**config.mk**
```make
export PLATFORM = sky130hd
export DESIGN_NAME = tick_timer_arbiter_flat
export DESIGN_NICKNAME = d
export VERILOG_FILES = /design/src/rtl/tick_timer_arbiter_if.sv /design/src/rtl/tick_timer_arbiter.sv /design/src/flat_wrapper.sv
export SDC_FILE = /design/constraint.sdc
export NUM_CORES = 1
export LEC_CHECK = 0
export CELL_PAD_IN_SITES_DETAIL_PLACEMENT = 1
export CELL_PAD_IN_SITES_GLOBAL_PLACEMENT = 2
export CORE_MARGIN = 2
export CORE_UTILIZATION = 29
export CTS_BUF_LIST = sky130_fd_sc_hd__clkbuf_8
export DETAILED_ROUTE_END_ITERATION = 8
export PLACE_DENSITY_LB_ADDON = 0.1
export SYNTH_ARGS = -nofsm -noshare
export SYNTH_HDL_FRONTEND = slang
export SYNTH_SLANG_ARGS = --single-unit
```
**constraint.sdc**
```tcl
create_clock -name clock -period 2.8 [get_ports clock]
set_clock_uncertainty 0.05 [all_clocks]
set_input_delay 0.56 -clock clock [delete_from_list [all_inputs] [get_ports clock]]
set_output_delay 0.56 -clock clock [all_outputs]
set_load 0.05 [all_outputs]
```
**src/rtl/tick_timer_arbiter_if.sv**
```systemverilog
// Bundle between the requesters and the shared tick timer.
//   req       : per-requester request level (held until done, drop to cancel)
//   delay     : packed per-requester delays in ticks, slice i = [i*CNT_W +: CNT_W]
//   grant     : one-hot current owner of the timer, zero when idle
//   done      : one-hot single-cycle pulse on expiry of the owner's delay
//   busy      : timer is not idle
//   remaining : current down-counter value
interface tick_timer_arbiter_if #(
  parameter int unsigned NREQ  = 4,
  parameter int unsigned CNT_W = 10
);
  logic [NREQ-1:0]       req;
  logic [NREQ*CNT_W-1:0] delay;
  logic [NREQ-1:0]       grant;
  logic [NREQ-1:0]       done;
  logic                  busy;
  logic [CNT_W-1:0]      remaining;

  // Requester side.
  modport master (
    output req, delay,
    input  grant, done, busy, remaining
  );

  // Timer side.
  modport slave (
    input  req, delay,
    output grant, done, busy, remaining
  );
endinterface

```
**src/rtl/tick_timer_arbiter.sv**
```systemverilog
// Shared delay timer: round-robin arbitration among NREQ requesters, one
// prescaler and one down-counter; pulses the owner's done on expiry.
// Ports:
//   clock : system clock
//   reset : synchronous active-high reset
//   bus   : slave side of tick_timer_arbiter_if (req/delay in,
//           grant/done/busy/remaining out, all outputs registered)
module tick_timer_arbiter #(
  parameter int unsigned NREQ     = 4,
  parameter int unsigned CNT_W    = 10,
  parameter int unsigned PRESCALE = 50000,
  parameter int unsigned PS_W     = 16
) (
  input logic                 clock,
  input logic                 reset,
  tick_timer_arbiter_if.slave bus
);

  localparam int unsigned IDX_W = (NREQ > 1) ? $clog2(NREQ) : 1;

  typedef enum logic [1:0] {
    S_IDLE,
    S_RUN,
    S_DONE
  } state_t;

  state_t           state_q, state_d;
  logic [IDX_W-1:0] ptr_q, ptr_d;
  logic [CNT_W-1:0] cnt_q, cnt_d;
  logic [PS_W-1:0]  ps_q, ps_d;
  logic [NREQ-1:0]  grant_q, grant_d;
  logic [NREQ-1:0]  done_q, done_d;
  logic             busy_q, busy_d;

  logic [IDX_W-1:0] win;
  logic [IDX_W-1:0] cand;
  logic             win_found;
  logic [CNT_W-1:0] win_delay;
  logic             tick;
  logic             owner_req;

  // Round-robin search starting just after the last served index.
  always_comb begin
    win       = ptr_q;
    win_found = 1'b0;
    cand      = '0;
    for (int unsigned k = 1; k <= NREQ; k++) begin
      cand = IDX_W'((32'(ptr_q) + k) % NREQ);
      if (!win_found && bus.req[cand]) begin
        win       = cand;
        win_found = 1'b1;
      end
    end
  end

  assign win_delay = bus.delay[32'(win)*CNT_W +: CNT_W];
  assign tick      = (state_q == S_RUN) && (ps_q == PS_W'(PRESCALE - 1));
  assign owner_req = bus.req[ptr_q];

  // Next-state and next-output logic; ptr doubles as the owner index.
  always_comb begin
    state_d = state_q;
    ptr_d   = ptr_q;
    cnt_d   = cnt_q;
    ps_d    = ps_q;

    case (state_q)
      S_IDLE: begin
        // Prescaler restarts at each grant so delays are exact multiples.
        ps_d = '0;
        if (win_found) begin
          ptr_d   = win;
          cnt_d   = win_delay;
          state_d = (win_delay == '0) ? S_DONE : S_RUN;
        end
      end
      S_RUN: begin
        if (!owner_req) begin
          // Cancel wins over a terminal tick in the same cycle.
          state_d = S_IDLE;
          cnt_d   = '0;
          ps_d    = '0;
        end else begin
          ps_d = tick ? '0 : ps_q + PS_W'(1);
          if (tick && (cnt_q != '0)) begin
            cnt_d = cnt_q - CNT_W'(1);
            if (cnt_q == CNT_W'(1)) begin
              state_d = S_DONE;
            end
          end
        end
      end
      S_DONE: begin
        state_d = S_IDLE;
        ps_d    = '0;
      end
      default: begin
        state_d = S_IDLE;
      end
    endcase

    busy_d  = (state_d != S_IDLE);
    grant_d = busy_d ? (NREQ'(1) << ptr_d) : '0;
    done_d  = (state_d == S_DONE) ? (NREQ'(1) << ptr_d) : '0;
  end

  // State and output registers.
  always_ff @(posedge clock) begin
    if (reset) begin
      state_q <= S_IDLE;
      ptr_q   <= IDX_W'(NREQ - 1);
      cnt_q   <= '0;
      ps_q    <= '0;
      grant_q <= '0;
      done_q  <= '0;
      busy_q  <= 1'b0;
    end else begin
      state_q <= state_d;
      ptr_q   <= ptr_d;
      cnt_q   <= cnt_d;
      ps_q    <= ps_d;
      grant_q <= grant_d;
      done_q  <= done_d;
      busy_q  <= busy_d;
    end
  end

  assign bus.grant     = grant_q;
  assign bus.done      = done_q;
  assign bus.busy      = busy_q;
  assign bus.remaining = cnt_q;

endmodule

```
**src/flat_wrapper.sv**
```systemverilog
// flat-port wrapper written by rule: the top's interface ports become plain ports
module tick_timer_arbiter_flat 
#(
  parameter int unsigned NREQ     = 4,
  parameter int unsigned CNT_W    = 10,
  parameter int unsigned PRESCALE = 50000,
  parameter int unsigned PS_W     = 16
)
  (clock, reset, bus_req, bus_delay, bus_grant, bus_done, bus_busy, bus_remaining);
  tick_timer_arbiter_if #(.NREQ(NREQ), .CNT_W(CNT_W)) bus_i ();
  input logic clock;
  input logic reset;
  input wire logic [$bits(bus_i.req)-1:0] bus_req;
  input wire logic [$bits(bus_i.delay)-1:0] bus_delay;
  output wire logic [$bits(bus_i.grant)-1:0] bus_grant;
  output wire logic [$bits(bus_i.done)-1:0] bus_done;
  output wire logic [$bits(bus_i.busy)-1:0] bus_busy;
  output wire logic [$bits(bus_i.remaining)-1:0] bus_remaining;
  assign bus_i.req = bus_req;
  assign bus_i.delay = bus_delay;
  assign bus_grant = bus_i.grant;
  assign bus_done = bus_i.done;
  assign bus_busy = bus_i.busy;
  assign bus_remaining = bus_i.remaining;
  tick_timer_arbiter #(.NREQ(NREQ), .CNT_W(CNT_W), .PRESCALE(PRESCALE), .PS_W(PS_W)) u_core (.clock(clock), .reset(reset), .bus(bus_i));
endmodule
```
==> results of run 1 <==
how the worst max path moves through the flow:
stage                            startpoint                       to  slack [ns]  cells after the start
CTS                              bus_req[0]  u_core.bus.remaining[8]        0.24                      8
global placement                 bus_req[0]  u_core.bus.remaining[1]       -0.04                      7
detailed placement               bus_req[0]  u_core.bus.remaining[8]       -0.06                      8
finish                           bus_req[0]  u_core.bus.remaining[8]        0.27                      8
floorplan           u_core.bus.remaining[0]  u_core.bus.remaining[5]        0.46                      7
global route                     bus_req[0]  u_core.bus.remaining[8]        0.13                      8
metrics by stage:
| step | cells | power [mW] |
|---|---|---|
| finish | 499 | 3.25 |
| global route | 499 | 3.48 |
| CTS | 499 | 3.29 |
| detailed placement | 492 | 2.88 |
| global placement | 492 | 2.87 |
| floorplan | 311 | 2.19 |
routing by layer:
layer | track usage, % | vias up
met2 | 29.6 | 55
li1 | - | 1355
met5 | 0 | -
met4 | 5.06 | 0
met3 | 2.86 | 10
met1 | 26.5 | 1332
synth_stat cells (4+ instances only):
master / number
nor2_1: 33
o21ai_0: 12
nor2b_1: 6
and3_1: 4
a211oi_1: 12
nand3_1: 14
mux4_2: 6
or4_1: 4
buf_6: 4
nand4_1: 5
a311oi_1: 5
nor4_1: 13
a21oi_1: 21
o31ai_1: 5
dfxtp_1: 39
or3_1: 5
nand2b_1: 5
nor3_1: 9
o32ai_1: 4
mux2_1: 4
nand2_1: 28
inv_1: 10
power by group through the flow:
stage / logic, mW / registers [mW] / clock network, mW
3_3_place_gp: 2.02 / 0.848 / 0
2_1_floorplan: 1.03 / 1.16 / 0
4_1_cts: 2.04 / 0.841 / 0.415
5_1_grt: 2.18 / 0.861 / 0.444
6_report: 2.01 / 0.839 / 0.403
3_5_place_dp: 2.03 / 0.853 / 0
cell families after synthesis:
kind of cell / Yosys count / share of synthesized area [%]
AND/OR/NAND/NOR: 146 / 31.0
AO/OA/AOI/OAI: 91 / 25.0
flip-flops: 39 / 30.2
buffers and inverters: 22 / 5.28
multiplexers: 10 / 6.97
adder cells (fa/ha/maj): 3 / 1.45
sequential cells by signal, indices dropped and copies added, names as in the netlist:
signal and flops:
u_core.ps_q 16, u_core.bus.remaining 10, u_core.bus.done 4, u_core.bus.grant 4, u_core.ptr_q 2, u_core.state_q 2, u_core.bus.busy 1
critical path, delay by kind of cell:
| kind | cells | cell delay (ns) |
|---|---|---|
| AOI/OAI and AO/OA | 3 | 0.64 |
| buffers and inverters | 2 | 0.76 |
| muxes | 1 | 0.33 |
| and+or+nand+nor | 2 | 0.37 |
final cells by class:
type                       instances  share of cell area, %
inverter                          10                   1.07
multi-input combinational        250                   47.5
timing repair buffer              85                   22.8
tap                              108                   3.85
clock inverter                     1                  0.143
clock buffer                       6                   2.36
sequential                        39                   22.3
==> flow_metrics.tcl, run 1 <==
set metrics [dict create \
    outcome "finished, final reports clean" \
    post_cts_resized 0 \
    min_delay_worst_endpoint "u_core.ps_q[15]" \
    max_freq_ghz 0.395 \
    ff2ff_path_depth 7 \
    clk_pin_slew_ns 0.08 \
    setup_viol 0 \
    synthFlopType "dfxtp_1" \
    ys_types 60 \
    hp-start "u_core.ps_q[15]" \
    vdd_ir_drop_max_mv 0.465 \
    globalplace.congestion 0.886 \
    crit_type "in -> reg" \
    final_cell_mix "clkdlybuf4s50_1 (64), dfxtp_1 (39), nor2_1 (33)" \
    die_w_um 98.4 \
    yosysWarnings 0 \
    regArea_um2 781 \
    initial_core_util_pct 29.8 \
    wirelength_um 8870 \
    ant_nets 0 \
    drt_iter0_drc 84 \
    num_vias 2752 \
    dpl.hpwl_um 7070 \
    min_period_ns 2.53 \
    portBuffers 64 \
    yosysSeqAreaShare_pct 30.2 \
    grt_remaining_overflow 0 \
    combPwrFrac_pct 61.8 \
    layout_commonest_cell "clkdlybuf4s50_1" \
    synth_fp_nets 360 \
    seq_power_share_pct 25.8 \
    drc 0 \
    netlist.area_leader.share_pct 30.2 \
    grt_antenna_before_repair 0 \
    synth_cells 311 \
    synth.avg_cell_area_um2 8.31 \
    max-slew-margin-rel_pct 49.0 \
    numCtsBuffers 5 \
    grt_usage_pct 18.7 \
    tightestPinTransition_ns 0.759 \
    holdWs_ns 0.446 \
    startpoint_type "input pin" \
    crit_fanout 6 \
    die_area_um2 9680 \
    synth_edf_count 0 \
    p_leak_nw 1.19 \
    core-area_um2 8680 \
    utilization_pct 40.4 \
    crit_chain "clkdlybuf4s50_1 -> nor2b_1 -> o21a_2 -> nor3_4 -> buf_4 -> mux2_1 -> a211oi_1 -> o32ai_1" \
    wire_per_inst_um 17.8 \
    cts.sinks 39 \
    critPathMaxStageDelay_ns 0.55 \
    routed_via_density 5.52 \
    wl_met1_um 4420 \
    clk_latency_ns 0.29 \
    met3_length_um 309 \
    cp_slowest_cell "clkdlybuf4s50_1" \
    fin_crit_sh_pct 90.4 \
    final_area_um2 3510 \
    r2r-start "u_core.ps_q[0]" \
    antennaDiodeCount 0 \
    areaGrowthSynthToFinish_pct 35.7 \
    grt_start_max_net_pins 24 \
    synthArstFlopShare_pct 0 \
    cts_max_level 2 \
    internal-power_mw 1.67 \
    grt_pass1_vias 2816 \
    pin_count 65 \
    synth-seq-cells 39 \
    grt_setup_unrepaired "no" \
    wl_met2_um 4040 \
    power_switching_mw 1.58 \
    hold_depth 1 \
    maxCapViolCount 0 \
    drv_slew 0 \
    max-clock-path-buffers 2 \
    cts_tree "yes" \
    worst_r2r_endpoint "u_core.bus.remaining[5]" \
    clkPwrFrac_pct 12.4 \
    finalHoldViolCount 0 \
    placed_area_um2 3420 \
    placementRows 34 \
    top_layer "met4" \
    power.density_nw_per_um2 928 \
    synthTopCellsByArea "dfxtp_1 (30%), mux4_2 (5.2%), nor2_1 (4.8%), a21oi_1 (4.1%), nand2_1 (4.1%)" \
    first_pass_iters 4 \
    cp.required_ns 2.93 \
    setup-tns-final_ns 0 \
    crit_arrival_ns 2.66 \
    endpoint_kind "flop" \
    pre_cts_ws_ns -0.0633 \
    r2r_slack_ns 0.48 \
    drive_gt1_share_pct 13.8 \
    hold_class "reg -> reg" \
    fill_cells 1073 \
    ctsHoldBuffers 0 \
    clock-root-buffer "clkbuf_8" \
    multi_input_area_um2 1670 \
    synth_area_leader_cell "dfxtp_1" \
    syn-cell-area_um2 2580 \
    nets 440 \
    p_sw_share_pct 48.7 \
    die_y_um 98.4 \
    cts_setup_buffers 0 \
    layout_setup_ws_ns 0.269 \
    grt_pass1_wl_um 14600 \
]
No activity file was read; power rests on OpenSTA's default activity.
==> run 2: changes to the inputs <==
--- a/config.mk
+++ b/config.mk
@@ -10,6 +10,7 @@
 export CORE_MARGIN = 2
 export CORE_UTILIZATION = 29
 export CTS_BUF_LIST = sky130_fd_sc_hd__clkbuf_8
+export CTS_CLUSTER_SIZE = 30
 export DETAILED_ROUTE_END_ITERATION = 8
 export PLACE_DENSITY_LB_ADDON = 0.1
 export SYNTH_ARGS = -nofsm -noshare
==> results of run 2 <==
Final layout, timing and power as in run 1 (identical DEF).
